===== config.mk =====
export PLATFORM = sky130hd
export DESIGN_NAME = pci_target_ctl
export DESIGN_NICKNAME = d
export VERILOG_FILES = /design/src/rtl/pci_pkg.sv /design/src/rtl/pci_par_gen.sv /design/src/rtl/pci_target_ctl.sv
export SDC_FILE = /design/constraint.sdc
export NUM_CORES = 1
export LEC_CHECK = 0
export CORE_MARGIN = 1
export CORE_UTILIZATION = 30
export DETAILED_ROUTE_END_ITERATION = 8
export PLACE_DENSITY_LB_ADDON = 0.2
export SLEW_MARGIN = 20
export SYNTH_ARGS = -nofsm -noshare
export SYNTH_HDL_FRONTEND = slang
export SYNTH_SLANG_ARGS = --single-unit

===== constraint.sdc =====
create_clock -name CLK -period 4.6 [get_ports CLK]
set_input_delay 0.92 -clock CLK [delete_from_list [all_inputs] [get_ports CLK]]
set_output_delay 0.92 -clock CLK [all_outputs]
set_load 0.02 [all_outputs]

===== src/rtl/pci_pkg.sv =====
// pci_pkg: shared command codes, state encoding and defaults for the PCI target
package pci_pkg;
    localparam logic [3:0] CMD_CFG_RD = 4'b1010;
    localparam logic [3:0] CMD_CFG_WR = 4'b1011;
    localparam logic [3:0] CMD_MEM_RD = 4'b0110;
    localparam logic [3:0] CMD_MEM_WR = 4'b0111;
    localparam int RETRY_CLKS_DEF = 16;
    typedef enum logic [2:0] {IDLE, BUSY, CLAIM, WAIT, XFER, RETRY, TURN, TAR} state_t;
endpackage


===== src/rtl/pci_par_gen.sv =====
// pci_par_gen: registered AD/CBE parity with its enable lagging the AD enable by one clock
module pci_par_gen (
    input  logic        clk,
    input  logic        rst_n,
    input  logic [31:0] ad,
    input  logic [3:0]  cbe,
    input  logic        oe_ad_n,
    output logic        par,
    output logic        oe_par_n
);
    // parity covers the previous clock's AD/CBE, so value and enable both trail by one
    always_ff @(posedge clk or negedge rst_n) begin
        if (!rst_n) begin
            par      <= 1'b0;
            oe_par_n <= 1'b1;
        end else begin
            par      <= ^ad ^ ^cbe;
            oe_par_n <= oe_ad_n;
        end
    end
endmodule


===== src/rtl/pci_target_ctl.sv =====
// pci_target_ctl: PCI target sequencer bridging registered pad samples to a req/ack register backend
module pci_target_ctl
    import pci_pkg::*;
#(
    parameter int BAR_BITS   = 12,
    parameter int ADDR_W     = 10,
    parameter int RETRY_CLKS = RETRY_CLKS_DEF
) (
    input  logic              CLK,
    input  logic              RST_N,
    input  logic              FRAME_I_N,
    input  logic              IRDY_I_N,
    input  logic              IDSEL_I,
    input  logic [31:0]       AD_I,
    input  logic [3:0]        CBE_I_N,
    input  logic [31:0]       BAR_BASE,
    input  logic              MEM_EN,
    output logic [31:0]       AD_O,
    output logic              OE_AD_N,
    output logic              PAR_O,
    output logic              OE_PAR_N,
    output logic              DEVSEL_O_N,
    output logic              OE_DEVSEL_N,
    output logic              TRDY_O_N,
    output logic              OE_TRDY_N,
    output logic              STOP_O_N,
    output logic              OE_STOP_N,
    output logic              BE_REQ,
    output logic              BE_WR,
    output logic              BE_CFG,
    output logic [ADDR_W-1:0] BE_ADDR,
    output logic [31:0]       BE_WDATA,
    output logic [3:0]        BE_BYTE_EN,
    input  logic [31:0]       BE_RDATA,
    input  logic              BE_ACK
);
    state_t state, state_nxt;
    logic frame_q, req_done, rd, addr_phase, hit, expire, master_gone, req_fire, unused_bar;
    logic [4:0] cnt;

    assign unused_bar  = ^BAR_BASE[BAR_BITS-1:0];
    assign rd          = ~BE_WR;
    assign addr_phase  = state == IDLE && !FRAME_I_N && frame_q;
    assign hit         = ((CBE_I_N == CMD_CFG_RD || CBE_I_N == CMD_CFG_WR) && IDSEL_I && AD_I[1:0] == 2'b00) ||
                         ((CBE_I_N == CMD_MEM_RD || CBE_I_N == CMD_MEM_WR) && MEM_EN &&
                          AD_I[31:BAR_BITS] == BAR_BASE[31:BAR_BITS]);
    assign expire      = cnt >= 5'(RETRY_CLKS - 1);
    assign master_gone = FRAME_I_N && IRDY_I_N;
    // reads request on entry to WAIT; writes request once IRDY shows the data is valid
    assign req_fire    = (state == CLAIM && rd) ||
                         (state == WAIT && !rd && !req_done && !IRDY_I_N && state_nxt == WAIT);

    // state register and FRAME history for address-phase edge detection
    always_ff @(posedge CLK or negedge RST_N) begin
        if (!RST_N) begin
            state   <= IDLE;
            frame_q <= 1'b1;
        end else begin
            state   <= state_nxt;
            frame_q <= FRAME_I_N;
        end
    end

    // next state: abort beats ack, ack beats retry expiry
    always_comb begin
        state_nxt = state;
        case (state)
            IDLE:    if (addr_phase) state_nxt = hit ? CLAIM : BUSY;
            BUSY:    if (master_gone) state_nxt = IDLE;
            CLAIM:   state_nxt = WAIT;
            WAIT:    state_nxt = master_gone ? TURN : (req_done && BE_ACK) ? XFER : expire ? RETRY : WAIT;
            XFER:    if (!IRDY_I_N) state_nxt = TURN;
            RETRY:   if (FRAME_I_N) state_nxt = TURN;
            TURN:    state_nxt = TAR;
            default: state_nxt = IDLE;
        endcase
    end

    // bus outputs decoded from state; STOP joins TRDY in XFER while the master still wants a burst
    always_comb begin
        DEVSEL_O_N  = !(state inside {CLAIM, WAIT, XFER, RETRY});
        TRDY_O_N    = state != XFER;
        STOP_O_N    = !(state == RETRY || (state == XFER && !FRAME_I_N));
        OE_DEVSEL_N = !(state inside {CLAIM, WAIT, XFER, RETRY, TURN});
        OE_TRDY_N   = OE_DEVSEL_N;
        OE_STOP_N   = OE_DEVSEL_N;
        OE_AD_N     = !(rd && state inside {CLAIM, WAIT, XFER, RETRY});
    end

    // transaction latches, retry counter and the backend request pulse
    always_ff @(posedge CLK or negedge RST_N) begin
        if (!RST_N) begin
            cnt        <= '0;
            req_done   <= 1'b0;
            BE_REQ     <= 1'b0;
            BE_WR      <= 1'b0;
            BE_CFG     <= 1'b0;
            BE_ADDR    <= '0;
            BE_WDATA   <= '0;
            BE_BYTE_EN <= '0;
            AD_O       <= '0;
        end else begin
            BE_REQ <= req_fire;
            if (state == IDLE) cnt <= '0;
            else if (state == CLAIM || state == WAIT) cnt <= (cnt == 5'd31) ? cnt : cnt + 5'd1;
            if (state == IDLE) req_done <= 1'b0;
            else if (req_fire) req_done <= 1'b1;
            if (addr_phase && hit) begin
                BE_ADDR <= AD_I[ADDR_W+1:2];
                BE_WR   <= CBE_I_N[0];
                BE_CFG  <= CBE_I_N[3];
                AD_O    <= '0;
            end
            if (req_fire && !rd) begin
                BE_WDATA   <= AD_I;
                BE_BYTE_EN <= ~CBE_I_N;
            end
            if (state == WAIT && state_nxt == XFER && rd) AD_O <= BE_RDATA;
        end
    end

    pci_par_gen u_par (
        .clk      (CLK),
        .rst_n    (RST_N),
        .ad       (AD_O),
        .cbe      (CBE_I_N),
        .oe_ad_n  (OE_AD_N),
        .par      (PAR_O),
        .oe_par_n (OE_PAR_N)
    );
endmodule


==> results by group <==
Synthesis
  • Synthesized flop and latch total: 93
  • Seq/Total Area, Yosys: 0.526
  • Synthesized cell area: roughly 4400 sq um
  • Synthesized area per cell: 11.0 sq um
  • Post-synth ARST share: 1.00
  • Yosys cell types: 44
  • Primary FF master, synth: dfrtp_1
  • Cells after Synth: around 400
  • Yosys warning count: 0
  • Syn Nets: 515
  • Post-synth EDFFs: 0

Critical path
  • Slowest Stage Delay on Critical Path: 0.55 ns
  • CP startpoint kind: primary input
  • Worst Path Class, Setup: primary input to flip-flop
  • Reg2Reg Launch Point: cnt[0]
  • Crit path max-delay family: buffers and inverters
  • Arrival time at the worst endpoint: between 3 and 4 ns
  • CP required: roughly 4.8 ns
  • Crit. End Element: flip-flop
  • R2R Setup Slk: 1.80 ns
  • Critical path buffers and inverters: 2
  • Cells on worst reg2reg path: 6
  • Worst-path cell chain: clkdlybuf4s50_1 > ha_1 > o211ai_1 > nor4_1 > nand3_1 > nor4_2 > o21a_2 > buf_4 > o21ai_1
  • R2r endpoint: BE_WDATA[10]
  • Worst-path maximum fanout: 33
  • Crit-path slowest cell: clkdlybuf4s50_1

Clock network
  • Clk buf depth: 2
  • CTS tree: done
  • Clock sinks: 93
  • CTS Buf Count: 9
  • Hold_buf cts: 0
  • Post CTS Setup Buffer Count: 0
  • Clk slew on worst S/H paths: around 0.060 ns
  • Root cell of the clock tree: clkbuf_16
  • Depth of the CTS H-tree: 3
  • Post-CTS resize count: 0
  • Skew-Pair Late Insertion Delay: 0.35 ns

Routing
  • DRC: 0
  • First drt pass iteration count: 4
  • Vias/cell: 4.67
  • Total Wirelength: between 10000 and 15000 microns
  • DRT iter0 DRCs: ~130
  • Via count: 3568
  • Routed WL per cell: about 16 microns
  • Antenna-violating nets left: 0

Pwr
  • Leakage: 2.88 nW
  • Clk pwr share: 0.191
  • Sw Ratio: 0.359
  • Sw Pwr: 1.34 mW
  • Pwr dens: ~560 nW/um^2
  • VDD IR max: around 0.29 mV
  • P_int: 2.39 mW
  • Sequential Power Share: 0.330
  • Combinational share of power: 0.479

Timing
  • Unrepaired setup endpoints after global routing: false
  • Crit share post-route: 0.737
  • Max-slew headroom: 0.359
  • Final Hold Fails: 0
  • Worst Tran Pin Value: ~0.96 ns
  • Pins Over Slew Limit: 0
  • Worst hold margin: about 0.49 ns
  • FMAX: 295 MHz
  • Fin Setup TNS: 0 ns
  • Worst Skew: between 0.004 and 0.005 ns
  • Final min period: 3.39 ns
  • Final Setup Violations: 0

Cells and area
  • Area Growth Syn to Fin: 50.6%
  • Layout cells sized above 1: 0.110
  • Ant diodes: 0
  • # nets final: 692

Global route
  • Vias in the first global route: between 3000 and 4000
  • Pin count of the biggest net entering global routing: 63
  • Gr ovfl total: 0
  • Antenna violations before repair: 0
  • Gr usage total: 0.164
  • First-pass GRT wire length: between 15000 and 20000 microns

Die
  • Die width: 124 microns
  • Ports: 197
  • Core area: 14500 sq um
  • Die area: 15300 sq um
  • Chip height: 124 microns
  • # rows: 44
  • Initial Utilization: 0.306

Placement
  • Post-DP HPWL: ~8600 microns
  • PortBufs: 184
  • Gp weighted congestion: 0.706

Min path
  • Worst Hold Launch: BE_BYTE_EN[3]
  • Worst Hold End: BE_BYTE_EN[3]
  • WHS Path Cells: 2
  • HP Class: flip-flop to flip-flop

Status
  • Outcome: finished clean

Job
  • Total of max-cap violations: 0
placed cells by master (no fill, tap or decap), types with 2 or more instances in the layout:
master / n
a21o_1: 3
a21oi_1: 4
a22o_1: 3
and3_1: 2
buf_4: 5
clkbuf_16: 9
clkdlybuf4s50_1: 183
clkinv_2: 2
dfrtp_1: 91
dfstp_2: 2
ha_1: 7
inv_1: 7
mux2_1: 7
mux2_2: 37
nand2_1: 78
nand3_1: 3
nand4_1: 3
nor2_1: 6
nor2b_1: 2
nor3_1: 2
nor4_1: 3
o211ai_1: 2
o21ai_0: 13
o21ai_1: 32
or2_2: 2
xnor2_1: 44
xor2_1: 10
logic make-up (layout without fill, tap and decap cells):
group / Yosys count / count (layout) / synth area share
xor gates and xnor gates: 54 / 54 / 0.107
muxes: 45 / 45 / 0.114
AOI/OAI and AO/OA: 64 / 64 / 0.0842
and+or+nand+nor: 109 / 109 / 0.112
DFF: 93 / 93 / 0.526
buffers and inverters: 29 / 208 / 0.0378
adders and majority gates: 7 / 7 / 0.0198
registers in the layout, summed over array words and instances, names as in the netlist:
| signal | cells |
|---|---|
| AD_O | 32 |
| BE_ADDR | 10 |
| BE_BYTE_EN | 4 |
| BE_CFG | 1 |
| BE_REQ | 1 |
| BE_WDATA | 32 |
| BE_WR | 1 |
| cnt | 5 |
| frame_q | 1 |
| req_done | 1 |
| state | 3 |
| u_par.oe_par_n | 1 |
| u_par.par | 1 |
metrics by stage:
| stage | instance area, sq um | worst slack [ns] | std cells | total power [mW] | utilization |
|---|---|---|---|---|---|
| 2_1_floorplan | 4430 | 1.92 | 401 | 2.40 | - |
| 3_3_place_gp | 6400 | 0.829 | 751 | 3.02 | 0.442 |
| 3_5_place_dp | 6400 | 0.811 | 751 | 3.05 | 0.442 |
| 4_1_cts | 6670 | 1.15 | 764 | 3.79 | 0.461 |
| 5_1_grt | 6670 | 1.01 | 764 | 3.99 | 0.461 |
| 6_report | 6670 | 1.21 | 764 | 3.72 | 0.461 |
worst min-delay path, delay by kind of cell (launching register included):
family | cells | cell delay [ns]
AOI/OAI and AO/OA | 1 | 0.06
and+or+nand+nor | 1 | 0.05
DFF | 1 | 0.34
area by class of cell:
cell class / count / area (sq um)
multi-input cells: 279 / 1950
inverters: 7 / 26.3
well taps: 184 / 230
clock inverters: 3 / 40.0
flip-flops and latches: 93 / 2330
fillers: 1353 / 7810
repair buffers: 188 / 1870
clock buffers: 10 / 229
worst max-delay path by stage:
stage	start	to	slack (ns)	depth (start not counted)
after floorplan	CBE_I_N[0]	BE_ADDR[5]	1.92	10
after global placement	CBE_I_N[0]	AD_O[27]	0.83	9
after detailed placement	CBE_I_N[0]	AD_O[20]	0.81	9
after CTS	CBE_I_N[0]	AD_O[29]	1.15	9
after global routing	CBE_I_N[0]	AD_O[6]	1.01	9
final	CBE_I_N[0]	AD_O[29]	1.21	9
cell usage after synthesis (2+ instances only):
cell | count | area, sq um
dfstp_2 | 2 | 52.6
o21ai_0 | 13 | 65.1
buf_6 | 3 | 33.8
clkbuf_1 | 2 | 7.51
xnor2_1 | 44 | 385
a21o_1 | 3 | 22.5
a21oi_1 | 4 | 20.0
o21ai_1 | 32 | 160
buf_2 | 11 | 55.1
mux2_1 | 7 | 78.8
nand4_1 | 3 | 18.8
ha_1 | 7 | 87.6
or2_2 | 2 | 12.5
dfrtp_1 | 91 | 2280
o211ai_1 | 2 | 15.0
nor2_1 | 6 | 22.5
nor4_1 | 3 | 18.8
a22o_1 | 3 | 26.3
nand2_1 | 79 | 297
buf_4 | 3 | 22.5
nor3_1 | 2 | 10.0
inv_1 | 7 | 26.3
nand3_1 | 3 | 15.0
and3_1 | 2 | 12.5
nor2b_1 | 2 | 12.5
buf_1 | 2 | 7.51
mux2_2 | 37 | 417
xor2_1 | 10 | 87.6
metal layers:
layer	routed length, microns	up-vias	track usage
li1	-	1695	-
met1	5120	1742	0.193
met2	5500	117	0.263
met3	1040	14	0.0683
met4	199	0	0.0700
met5	0	-	0
power groups by stage:
stage | sequential, mW | combinational (mW) | clock, mW
3_3_place_gp | 1.23 | 1.79 | 0
2_1_floorplan | 1.37 | 1.03 | 0
6_report | 1.23 | 1.78 | 0.710
4_1_cts | 1.23 | 1.82 | 0.738
5_1_grt | 1.27 | 1.96 | 0.767
3_5_place_dp | 1.24 | 1.80 | 0
Power figures use the tool's default switching activity.
